### config.mk
export PLATFORM = sky130hd
export DESIGN_NAME = inst_fetch_unit
export DESIGN_NICKNAME = d
export VERILOG_FILES = /design/src/rtl/ifetch_pkg.sv /design/src/rtl/ifetch_fifo.sv /design/src/rtl/inst_fetch_unit.sv
export SDC_FILE = /design/constraint.sdc
export NUM_CORES = 1
export LEC_CHECK = 0
export BUFFER_PORTS_ARGS = -buffer_cell sky130_fd_sc_hd__buf_2
export CORE_MARGIN = 2
export CORE_UTILIZATION = 35
export DETAILED_ROUTE_END_ITERATION = 10
export GPL_TIMING_DRIVEN = 0
export MAX_ROUTING_LAYER = met4
export PLACE_DENSITY = 0.6
export SLEW_MARGIN = 5
export SYNTH_ARGS = -nofsm -noshare
export SYNTH_HDL_FRONTEND = slang
export SYNTH_HIERARCHICAL = 1
export SYNTH_SLANG_ARGS = --single-unit
### constraint.sdc
create_clock -name clk -period 4.6 [get_ports clk]
set_input_delay 0.46 -clock clk [delete_from_list [all_inputs] [get_ports clk]]
set_output_delay 0.46 -clock clk [all_outputs]
set_load 0.02 [all_outputs]
### src/rtl/ifetch_pkg.sv
// Shared types and constants for the byte-serial instruction fetch stage.
package ifetch_pkg;

   localparam int unsigned BYTES_PER_WORD = 4;
   localparam int unsigned BC_W           = $clog2(BYTES_PER_WORD);

   typedef enum logic {
      FETCH,
      WAIT
   } state_e;

   typedef struct packed {
      logic [31:0] pc;
      logic [31:0] inst;
   } entry_t;

endpackage

### src/rtl/ifetch_fifo.sv
// Small synchronous FIFO of fetched words with flush and occupancy count.
module ifetch_fifo
   import ifetch_pkg::*;
#(
   parameter int unsigned DEPTH = 2
) (
   input  logic                   clk,
   input  logic                   rst,
   input  logic                   push_i,
   input  entry_t                 push_data_i,
   input  logic                   pop_i,
   input  logic                   flush_i,
   output entry_t                 head_o,
   output logic                   valid_o,
   output logic [$clog2(DEPTH):0] count_o
);

   localparam int unsigned PTR_W = $clog2(DEPTH);
   localparam int unsigned CNT_W = PTR_W + 1;

   entry_t             mem_q [DEPTH];
   logic [PTR_W-1:0]   wr_ptr_q;
   logic [PTR_W-1:0]   rd_ptr_q;
   logic [CNT_W-1:0]   count_q;

   // Storage, pointers and count; flush drops any same-cycle push or pop
   always_ff @(posedge clk or posedge rst) begin
      if (rst) begin
         for (int unsigned i = 0; i < DEPTH; i++) begin
            mem_q[i] <= '0;
         end
         wr_ptr_q <= '0;
         rd_ptr_q <= '0;
         count_q  <= '0;
      end else if (flush_i) begin
         wr_ptr_q <= '0;
         rd_ptr_q <= '0;
         count_q  <= '0;
      end else begin
         if (push_i) begin
            mem_q[wr_ptr_q] <= push_data_i;
            wr_ptr_q        <= wr_ptr_q + PTR_W'(1);
         end
         if (pop_i) begin
            rd_ptr_q <= rd_ptr_q + PTR_W'(1);
         end
         case ({push_i, pop_i})
            2'b10:   count_q <= count_q + CNT_W'(1);
            2'b01:   count_q <= count_q - CNT_W'(1);
            default: count_q <= count_q;
         endcase
      end
   end

   assign head_o  = mem_q[rd_ptr_q];
   assign valid_o = (count_q != '0);
   assign count_o = count_q;

endmodule

### src/rtl/inst_fetch_unit.sv
// Byte-serial instruction fetch: assembles big-endian words from a byte-wide
// memory and queues them with their PCs. Optional statistics counters are
// built when IFETCH_STATS_EN is defined.
module inst_fetch_unit
   import ifetch_pkg::*;
#(
   parameter int unsigned ADDR_W   = 5,
   parameter int unsigned DEPTH    = 2,
   parameter logic [31:0] RESET_PC = 32'h0
) (
   input  logic              clk,
   input  logic              rst,
   output logic [ADDR_W-1:0] imem_addr,
   output logic              imem_rd,
   input  logic [7:0]        imem_data,
   input  logic              redirect,
   input  logic [31:0]       redirect_pc,
   output logic              inst_valid,
   output logic [31:0]       inst,
   output logic [31:0]       inst_pc,
   input  logic              inst_ready,
   output logic [15:0]       stat_fetched,
   output logic [7:0]        stat_flushes
);

   localparam int unsigned CNT_W = $clog2(DEPTH) + 1;

   state_e            state_q, state_d;
   logic [BC_W-1:0]   byte_cnt_q, byte_cnt_d;
   logic [31:0]       fetch_pc_q, fetch_pc_d;
   logic [23:0]       asm_q, asm_d;
   logic              rd;
   logic              push;
   logic              pop;
   logic [CNT_W-1:0]  count;
   entry_t            push_entry;
   entry_t            head;

   // Fetch state, byte counter, PC and assembly register
   always_ff @(posedge clk or posedge rst) begin
      if (rst) begin
         state_q    <= FETCH;
         byte_cnt_q <= '0;
         fetch_pc_q <= RESET_PC;
         asm_q      <= '0;
      end else begin
         state_q    <= state_d;
         byte_cnt_q <= byte_cnt_d;
         fetch_pc_q <= fetch_pc_d;
         asm_q      <= asm_d;
      end
   end

   // Next-state: a word is only started when the FIFO has room, so the push
   // on its last byte never finds the FIFO full
   always_comb begin
      state_d    = state_q;
      byte_cnt_d = byte_cnt_q;
      fetch_pc_d = fetch_pc_q;
      asm_d      = asm_q;
      rd         = 1'b0;
      push       = 1'b0;
      case (state_q)
         FETCH: begin
            if (byte_cnt_q == '0 && count == CNT_W'(DEPTH)) begin
               state_d = WAIT;
            end else begin
               rd    = 1'b1;
               asm_d = {asm_q[15:0], imem_data};
               if (byte_cnt_q == BC_W'(BYTES_PER_WORD - 1)) begin
                  push       = 1'b1;
                  byte_cnt_d = '0;
                  fetch_pc_d = fetch_pc_q + 32'd4;
               end else begin
                  byte_cnt_d = byte_cnt_q + BC_W'(1);
               end
            end
         end
         WAIT: begin
            if (count < CNT_W'(DEPTH)) begin
               state_d = FETCH;
            end
         end
         default: state_d = FETCH;
      endcase
      if (redirect) begin
         state_d    = FETCH;
         byte_cnt_d = '0;
         fetch_pc_d = redirect_pc & ~32'h3;
         push       = 1'b0;
      end
   end

   assign imem_rd    = rd & ~rst;
   assign imem_addr  = fetch_pc_q[ADDR_W-1:0] + ADDR_W'(byte_cnt_q);
   assign pop        = inst_valid & inst_ready;
   assign push_entry = '{pc: fetch_pc_q, inst: {asm_q, imem_data}};

   ifetch_fifo #(
      .DEPTH(DEPTH)
   ) u_fifo (
      .clk         (clk),
      .rst         (rst),
      .push_i      (push),
      .push_data_i (push_entry),
      .pop_i       (pop),
      .flush_i     (redirect),
      .head_o      (head),
      .valid_o     (inst_valid),
      .count_o     (count)
   );

   assign inst    = head.inst;
   assign inst_pc = head.pc;

`ifdef IFETCH_STATS_EN
   logic [15:0] fetched_q;
   logic [7:0]  flushes_q;

   // Saturating counts of pushed words and taken redirects
   always_ff @(posedge clk or posedge rst) begin
      if (rst) begin
         fetched_q <= '0;
         flushes_q <= '0;
      end else begin
         if (push && fetched_q != '1) begin
            fetched_q <= fetched_q + 16'd1;
         end
         if (redirect && flushes_q != '1) begin
            flushes_q <= flushes_q + 8'd1;
         end
      end
   end

   assign stat_fetched = fetched_q;
   assign stat_flushes = flushes_q;
`else
   assign stat_fetched = '0;
   assign stat_flushes = '0;
`endif

endmodule

---- After elaboration in Yosys (flattened, before gate mapping) ----
Cells that the tools add are included.
word-level totals
  bits in registers ....................... 191
  output and inout port bits .............. 95
  logic and storage cells ................. 78
operators by class
  add/sub/neg operators ................... 7
  $lt $le $gt $ge ......................... 4
  equal/unequal tests ..................... 6
  mux-type cells .......................... 30
  bitwise gates (word level) .............. 8
  reduce and logical (&&, ||, !) cells .... 12
operator list
  operator                                        count
  two-way mux 64 bit                              4
  bitwise mux 128 bit                             1
  two-way mux 32 bit                              4
  demux 64 bit (select 1 bit)                     1
  adder 32 x 3 -> 32 bit (second input constant)  1
  two-way mux 1 bit                               13
  two-way mux 2 bit                               5
  nonzero test 2 bit                              4
  == test 2 bit (second input constant)           3
  AND reduction 2 bit                             3
  adder 5 x 2 -> 5 bit                            1
  adder 2 x 1 -> 2 bit (second input constant)    2
  >= comparator 2 bit (second input constant)     2
  inequality test 2 bit (second input constant)   2
  inverter 1 bit                                  4
  inverter 1 -> 2 bit                             2
  case mux 2 bit (2 select lines)                 1
  AND reduction 3 bit                             1
  nonzero test 3 bit                              1
  adder 1 bit (second input constant)             2
  AND 1 bit                                       2
  == test 2 x 1 -> 1 bit (second input constant)  1
  logical AND 1 bit                               2
  zero test 2 bit                                 1
  4 further kinds                                 4

---- Logic depth before layout (Yosys ltp) ----
Gate-level depths: netlist of run 1.
  depth after elaboration ................. 8
  depth in mapped cells ................... 8
  depth with buffers taken out ............ 6

---- By module ----
The synthesis of run 1 kept the hierarchy.
by module, submodules not included
  module           instances  cells each  area an instance (um2)  sequential area each (um2)
  ifetch_fifo      1          361         6043.3                  3303.2
  inst_fetch_unit  1          317         3143.0                  1426.4

---- Least setup slack after synthesis of run 1 ----
Ideal clock, no wire load.
  path type ............................... in2reg
  from .................................... input port redirect
  to ...................................... register u_fifo/mem_q[100] (netlist bit)
  setup time .............................. 0.125 ns
  arrival time ............................ 2.238 ns
  required time ........................... 4.475 ns
  setup slack ............................. 2.237 ns
  cell stages on the path ................. 7
  buffers on the path ..................... 4
  cell sequence ........................... clkbuf_1 clkbuf_1 nor3b_1 nor3b_2 buf_6 buf_12 mux2_4
on the way
  longest elaborated chain between the ends .. 2
  elaborated cells between the ends (all ways) .. 3
  those cells by class .................... 1 x mux; 1 x bitwise; 1 x reduce/logical
RTL lines
  item                                  RTL line               source
  start, declared                       inst_fetch_unit.sv:16  input logic redirect,
  two-way mux 1 bit                     inst_fetch_unit.sv:86  if (redirect) begin
  named net push                        inst_fetch_unit.sv:33  logic push;
  AND reduction 2 bit (no source line)  -
  end signal, assigned by index         ifetch_fifo.sv:41      mem_q[wr_ptr_q] <= push_data_i;
  end, declared                         ifetch_fifo.sv:21      entry_t mem_q [DEPTH];
The timed path passes the listed nets, and every way through them passes these cells.
A chain may end at the register's enable or synchronous reset.

---- Worst setup path in the final report of run 1 ----
  from .................................... input port redirect
  to ...................................... register u_fifo/mem_q[78] (netlist bit)
The elaborated chain is that of the path after synthesis.

==> impl_summary.txt, run 1 <==
----------------------------------------------------
[Detailed routing]
  Remaining design rule violation count ... 0
  Avg Vias per Cell ... 4.91
  Final wirelength ... 21.8 mm
  Number of iterations in the first detailed-routing pass ... 5
  Remaining number of nets flagged by the antenna check after routing ... 0
  Total number of vias ... approximately 6000
  DR iter-0 viols ... 367
  Drt wl/cell ... between 15 and 20 um

[Die]
  Area of the die ... 27600 um2
  Initial Util ... 0.355
  Core area ... ~26000 um2
  Chip Width ... 166 um
  Count of boundary I/O pins ... 139
  Placement Rows ... 59
  Floorplan die height ... 166 um

[Synthesis]
  Part of the Yosys area used for sequential elements ... 0.515
  Post-synthesis sequential element count ... 189
  Ys flop type ... sky130_fd_sc_hd__dfrtp_1
  Synth unique cells ... 43
  Post-synth EDFFs ... 0
  Post-synthesis area per instance ... 13.5 um2
  Area contributors post-synth ... sky130_fd_sc_hd__dfrtp_1, sky130_fd_sc_hd__mux2_2, sky130_fd_sc_hd__mux2_4
  Post-synthesis async set-or-reset flop share ... 1.00
  Area share of the largest cell type after synthesis ... 0.515
  Warnings from Yosys ... 6
  Post-Syn Area ... just over 9000 um2
  Mapped Cells ... 678
  Cell type with the highest aggregate area in the netlist ... sky130_fd_sc_hd__dfrtp_1

[Timing]
  Final Hold Fails ... 0
  Transition time at the pin with the least slew margin ... 0.939 ns
  Min Hold Slack ... 0.196 ns
  Setup violations, final ... 0
  Maximum clock skew at final layout ... 0.0101 ns
  Final period util ... 0.619
  Max-slew violation count ... 0
  Unrepaired setup endpoints after global routing ... false
  Slew HR ... 0.373
  Shortest period the worst path allows ... 2.85 ns
  Max Fclk ... 0.351 GHz

[CTS]
  Number of buffers added by the clock tree synthesis step ... 17
  Clock edge transition at the registers on the reported setup and hold paths ... 0.07 ns
  Worst-Skew Late Latency ... 0.43 ns
  Cells resized by post-CTS repair ... 0
  Number of sinks on the clock net ... 189
  Number of buffers inserted to repair setup after CTS ... 0
  Hold_buf cts ... 0
  Clock tree from TritonCTS ... yes
  # H-tree levels ... 4
  CTS Root Buffer Type ... sky130_fd_sc_hd__clkbuf_16
  Buffers from clock root to sink, at most ... 2

[Setup path]
  Worst Path Max Fanout ... 12
  Type of the setup path with the least slack ... in -> reg
  Cell depth of the worst setup path ... 8
  Number of cells traversed by the worst register-to-register path ... 7
  Endpoint required time on the critical path ... 4.91 ns
  Source of the worst register-to-register timing path ... byte_cnt_q[0]
  Critical path buffer and inverter count ... 5
  Cell mode on critical path ... sky130_fd_sc_hd__clkbuf_1
  Setup slack of the most critical reg-to-reg path ... 1.94 ns
  Cell with the largest stage delay on the worst path ... sky130_fd_sc_hd__nor3b_1
  Crit path from ... redirect
  Cells traversed along the worst timing path ... buf_2 -> clkbuf_1 -> clkbuf_1 -> nor3b_1 -> nor3b_2 -> buf_6 -> buf_12 -> mux2_4
  FF-to-FF End ... asm_q[0]
  Endpoint kind of the worst setup timing path ... register
  Startpoint type of the worst setup path ... input pin
  Delay contributed by the slowest stage of the critical path ... 0.84 ns
  Worst setup path end ... u_fifo/mem_q[78]
  Cell family contributing the most delay on the critical path ... buffers and inverters
  Arrival time worst endpoint ... between 3 and 4 ns

[Pwr]
  Clock group share of total power ... 0.243
  Net switching power of the design ... 2.09 mW
  Cell leakage power ... 5.23 nW
  Switching power share of the total ... 0.348
  Total chip power ... 6.02 mW
  Pwr Density ... between 500 and 600 nW/um2
  Internal Dissipation ... 3.93 mW
  Maximum vdd ir drop ... 0.274 mV
  Relative contribution of sequential cells to total power ... 0.394
  Share of power burned in combinational logic ... 0.363

[Final layout]
  Antenna diode instance count ... 0
  Area grow syn2layout ... 18.5%
  Share of layout cells above drive strength 1 ... 0.491
  Top library cells by usage in the layout, fill and taps aside ... sky130_fd_sc_hd__dfrtp_1, sky130_fd_sc_hd__mux2_2, sky130_fd_sc_hd__buf_2, sky130_fd_sc_hd__mux2_4, sky130_fd_sc_hd__conb_1
  Number of fillers in the final layout ... around 2500
  Net count of the finished layout ... 887
  Most common cell after layout, fill and taps aside ... sky130_fd_sc_hd__dfrtp_1

[Global route]
  Number of global-route vias before repair ... 5862
  Antenna violations before repair ... 0
  Maximum number of pins on one net before global-route repair ... 74
  Total global-route track usage ... 0.166
  First-pass GRT wire length ... between 30 and 40 mm
  Total grt overflow ... 0

[Placement]
  Detailed Place HPWL ... between 15 and 20 mm
  Final weighted congestion in routability-driven placement ... approximately 0.81
  I/O Buffers ... 112

[Run]
  Max-cap violations ... 0

[Outcome]
  Status ... complete, no violations

[Worst hold path]
  Classification of the worst-slack hold path ... in -> async

----------------------------------------------------
## routing by layer
metal | wire length (um) | track usage | part of all wire | vias up
met5 | 0 | - | 0 | -
met4 | 197 | 0.0363 | 0.0090 | 0
met3 | 943 | 0.0338 | 0.043 | 16
met2 | 9960 | 0.250 | 0.46 | 171
met1 | 10700 | 0.232 | 0.49 | 2912
li1 | - | - | - | 2730
## worst min path at each step
stage / cells past startpoint / endpoint
2_1_floorplan: 1 / u_fifo/mem_q[0]
3_3_place_gp: 1 / u_fifo/mem_q[52]
3_5_place_dp: 1 / u_fifo/mem_q[14]
4_1_cts: 2 / u_fifo/mem_q[51]
5_1_grt: 2 / u_fifo/mem_q[110]
6_report: 2 / u_fifo/mem_q[110]
## synth_stat cells, drive strengths merged, types with 5 or more instances
cell type and number:
buf 51, nand2 24, nand3 16, and3 5, or4 15, inv 8, o31ai 9, ha 5
xor2 6, clkbuf 13, a31oi 13, nand4 9, dfrtp 189, mux2 216, nor3b 5, nor3 5
o21ai 15, nor2 24, o211ai 6, xnor2 8, or3 6
## power by group through the flow
| stage | clock, mW | combinational, mW | sequential [mW] |
|---|---|---|---|
| 3_3_place_gp | 0 | 2.19 | 2.39 |
| 3_5_place_dp | 0 | 2.21 | 2.40 |
| 5_1_grt | 1.57 | 2.34 | 2.44 |
| 2_1_floorplan | 0 | 1.63 | 2.30 |
| 6_report | 1.46 | 2.18 | 2.37 |
| 4_1_cts | 1.50 | 2.22 | 2.38 |
## through the flow
stage | util | setup slack [ns] | area [um2] | TNS (ns) | cells
finish | 0.420 | 1.75 | 10900 | 0 | 1186
global route | 0.420 | 1.70 | 10900 | 0 | 1186
CTS | 0.420 | 1.85 | 10900 | 0 | 1186
detailed placement | 0.398 | 1.40 | 10300 | 0 | 1154
global placement | 0.396 | -1.29 | 10300 | -169.33 | 1153
floorplan | - | 0.614 | 9290 | 0 | 706
## cell families after synthesis
family / count (synthesis) / share of synthesized area
buf+inv: 72 / 0.0594
fa+ha+maj: 5 / 0.00681
mux: 218 / 0.291
other cells: 1 / 0.000408
xor+xnor: 14 / 0.0133
flops: 189 / 0.515
compound gates: 51 / 0.0358
simple gates: 128 / 0.0779
## flip-flops by register name, indices dropped and copies added (netlist names)
register and cells:
asm_q 24, byte_cnt_q 2, fetch_pc_q 30, state_q 1, u_fifo/count_o 2, u_fifo/mem_q 128, u_fifo/rd_ptr_q 1, u_fifo/wr_ptr_q 1
## layout make-up
class                           count  area [um2]  area share
Clock inverter                     15         156      0.0144
Sequential cell                   189        4730       0.434
Clock buffer                       17         425      0.0391
Timing Repair Buffer              113         588      0.0540
Tap cell                          335         419      0.0385
Buffer                             64         515      0.0473
Multi-Input combinational cell    445        4020       0.369
Inverter                            8        37.5     0.00345
(Power assumes the default switching activity.)
==> run 2: changes to the inputs <==
--- a/config.mk
+++ b/config.mk
@@ -11,7 +11,7 @@
 export DETAILED_ROUTE_END_ITERATION = 10
 export GPL_TIMING_DRIVEN = 0
 export MAX_ROUTING_LAYER = met4
-export PLACE_DENSITY = 0.6
+export PLACE_DENSITY = 0.62
 export SLEW_MARGIN = 5
 export SYNTH_ARGS = -nofsm -noshare
 export SYNTH_HDL_FRONTEND = slang
==> constraint.sdc (replaced) <==
create_clock -name clk -period 2.3 [get_ports clk]
set_input_delay 0.23 -clock clk [delete_from_list [all_inputs] [get_ports clk]]
set_output_delay 0.23 -clock clk [all_outputs]
set_load 0.02 [all_outputs]
==> run 2 against run 1 <==
Against the previous run:
- core utilization rose by 0.71 points
- first-iteration DRC count increased by 7.9%
- register-to-register slack worse by 1.9 ns
- clock-buffer cell count up 1
- setup slack worse by 1.7 ns
- largest power group unchanged
- highest routed layer unchanged
==> impl_summary.txt, run 2 (synthesis results as in run 1) <==
----------------------------------------------------
[Setup path]
  Endpoint required time on the critical path ... 2.65 ns (-2.26 ns)
  Worst setup path end ... fetch_pc_q[24]
  Number of cells traversed by the worst register-to-register path ... 7 (unchanged)
  Endpoint kind of the worst setup timing path ... register
  Type of the setup path with the least slack ... reg -> reg
  Source of the worst register-to-register timing path ... byte_cnt_q[1]
  Arrival time worst endpoint ... 2.58 ns (-0.57 ns)
  Setup slack of the most critical reg-to-reg path ... 0.07 ns (-1.87 ns)
  Crit path from ... byte_cnt_q[1]
  Startpoint type of the worst setup path ... register
  Worst Path Max Fanout ... 5 (-7)
  FF-to-FF End ... fetch_pc_q[24]

[Worst hold path]
  Origin of the worst min-delay path ... redirect_pc[3]
  Classification of the worst-slack hold path ... in -> reg

[Detailed routing]
  Avg Vias per Cell ... 4.97 (+1.1%)
  Remaining design rule violation count ... 0 (unchanged)
  Number of iterations in the first detailed-routing pass ... 4 (-1)
  Total number of vias ... 5952 (+2.1%)
  Drt wl/cell ... 18.4 um (about the same)
  Final wirelength ... 22.0 mm (+1.0%)
  DR iter-0 viols ... 396 (+7.9%)
  Remaining number of nets flagged by the antenna check after routing ... 0 (unchanged)

[Timing]
  Maximum clock skew at final layout ... 0.00935 ns (-0.000749 ns)
  Transition time at the pin with the least slew margin ... 0.785 ns (-0.154 ns)
  Slew HR ... 0.477 (+0.104)
  Max Fclk ... 0.448 GHz
  Final period util ... 0.970
  Shortest period the worst path allows ... ~2.2 ns
  Final Hold Fails ... 0 (unchanged)
  Setup violations, final ... 0 (unchanged)
  Setup tns final ... 0 ns (unchanged)
  Max-slew violation count ... 0 (unchanged)
  Worst setup slack after layout ... 0.0695 ns (-1.68 ns)
  Min Hold Slack ... 0.0288 ns (-0.167 ns)

[Final layout]
  Net count of the finished layout ... 899 (+1.4%)
  Antenna diode instance count ... 0 (unchanged)
  Reg with most FFs ... u_fifo/mem_q
  Final core utilization ... 0.427 (+0.00705)
  Number of flip-flops under the largest register name ... 128 (unchanged)
  Top library cells by usage in the layout, fill and taps aside ... sky130_fd_sc_hd__dfrtp_1, sky130_fd_sc_hd__mux2_2, sky130_fd_sc_hd__buf_2, sky130_fd_sc_hd__mux2_4, sky130_fd_sc_hd__buf_4
  Area grow syn2layout ... 20.5%
  Share of layout cells above drive strength 1 ... 0.508 (+0.0163)
  Filler-free cell count of the finished design ... 1198 (+1.0%)
  Most common cell after layout, fill and taps aside ... sky130_fd_sc_hd__dfrtp_1
  Number of fillers in the final layout ... 2424 (-1.1%)
  Regs by FF count ... u_fifo/mem_q x128, fetch_pc_q x30, asm_q x24
  Total area of sequential cells ... 4730 um2 (about the same)
  Total area of multi-input combinational cells ... 4050 um2 (+0.78%)

[CTS]
  CTS Root Buffer Type ... sky130_fd_sc_hd__clkbuf_16
  Clock tree from TritonCTS ... yes
  Number of sinks on the clock net ... 189 (unchanged)
  # H-tree levels ... 4 (unchanged)
  Worst-Skew Late Latency ... 0.43 ns (about the same)
  Number of buffers added by the clock tree synthesis step ... 17 (unchanged)
  Clock edge transition at the registers on the reported setup and hold paths ... 0.07 ns (about the same)
  Buffers from clock root to sink, at most ... 2 (unchanged)

[Die]
  Area of the die ... 27600 um2 (unchanged)
  Placement Rows ... 59 (unchanged)
  Floorplan die height ... 166 um (unchanged)
  Count of boundary I/O pins ... 139 (unchanged)
  Core area ... 25900 um2 (unchanged)
  Initial Util ... 0.355 (unchanged)
  Chip Width ... 166 um (unchanged)

[Placement]
  I/O Buffers ... 112 (unchanged)
  Final weighted congestion in routability-driven placement ... 0.859 (+6.4%)
  Inst Count DP ... 1157 (+0.26%)
  Detailed Place HPWL ... 15.5 mm (+3.0%)
  Setup Slack @ Placement ... -0.699 ns (-2.10 ns)

[Pwr]
  Cell leakage power ... 5.31 nW (+1.6%)
  Maximum vdd ir drop ... 0.947 mV (+250%)
  Pwr Density ... 1110 nW/um2 (+100%)

[Global route]
  Antenna violations before repair ... 0 (unchanged)
  Number of global-route vias before repair ... 6041 (+3.1%)
  Total grt overflow ... 0 (unchanged)
  First-pass GRT wire length ... 35.3 mm (+2.6%)
  Maximum number of pins on one net before global-route repair ... 58 (-22%)
  Total global-route track usage ... 0.169 (+0.00358)

[Run]
  Max-cap violations ... 0 (unchanged)

[Outcome]
  Status ... complete, no violations

----------------------------------------------------
[run 2: changes by cell type in the layout (fill, tap and decap cells not counted), moves of 4 or more]
| cell | change |
|---|---|
| sky130_fd_sc_hd__buf_12 | +4 |
| sky130_fd_sc_hd__buf_2 | -5 |
| sky130_fd_sc_hd__buf_4 | +12 |
| sky130_fd_sc_hd__clkinv_2 | +4 |
| sky130_fd_sc_hd__inv_6 | -4 |
[run 2: layout make-up]
type,count,share of cell area
sequential,189,0.427
multi-input combinational,445,0.366
timing repair buffer,126,0.0649
buffer,63,0.0471
clock buffer,18,0.0388
tap,335,0.0379
clock inverter,14,0.0150
inverter,8,0.00328
[run 2: stage by stage]
stage,area [um2],power [mW]
5_1_grt,11100,12.9
6_report,11100,12.3
2_1_floorplan,9300,7.86
4_1_cts,11000,12.4
3_5_place_dp,10400,9.24
3_3_place_gp,10300,9.16
[run 2: timing repair]
action	4_1_cts	5_1_grt
pin swaps	1	3
cloned	1	0
hold endpoints to repair	24	0
endpoints found under the setup margin	173	154
gates resized for setup	9	12
hold buffers	2	0
buffers inserted	3	4
[run 2: how the worst min path moves through the flow]
stage	end	slack [ns]	depth (start not counted)
after floorplan	u_fifo/count_o[0]	0.30	1
after global placement	fetch_pc_q[6]	0.44	3
after detailed placement	u_fifo/count_o[1]	0.41	2
after CTS	fetch_pc_q[4]	0.008	3
after global routing	fetch_pc_q[4]	0.01	3
final	fetch_pc_q[3]	0.03	3
[run 2: layer usage]
layer / vias up / wire (um) / global-route usage
li1: 2753 / - / -
met1: 3012 / 10400 / 0.235
met2: 168 / 10200 / 0.255
met3: 19 / 1080 / 0.0381
met4: 0 / 299 / 0.0359
met5: - / 0 / -
[run 2: power breakdown]
part	switching (mW)	internal, mW
Sequential	0.600	4.16
Clock	1.31	1.72
Combinational	2.22	2.25
[run 2: critical path, stage by stage (launching register included)]
cell and delay (ns):
sky130_fd_sc_hd__dfrtp_1 0.40, sky130_fd_sc_hd__inv_2 0.06, sky130_fd_sc_hd__ha_4 0.16, sky130_fd_sc_hd__and3b_2 0.25
sky130_fd_sc_hd__or4b_4 0.59, sky130_fd_sc_hd__buf_6 0.16, sky130_fd_sc_hd__or4_4 0.46, sky130_fd_sc_hd__o211ai_1 0.09
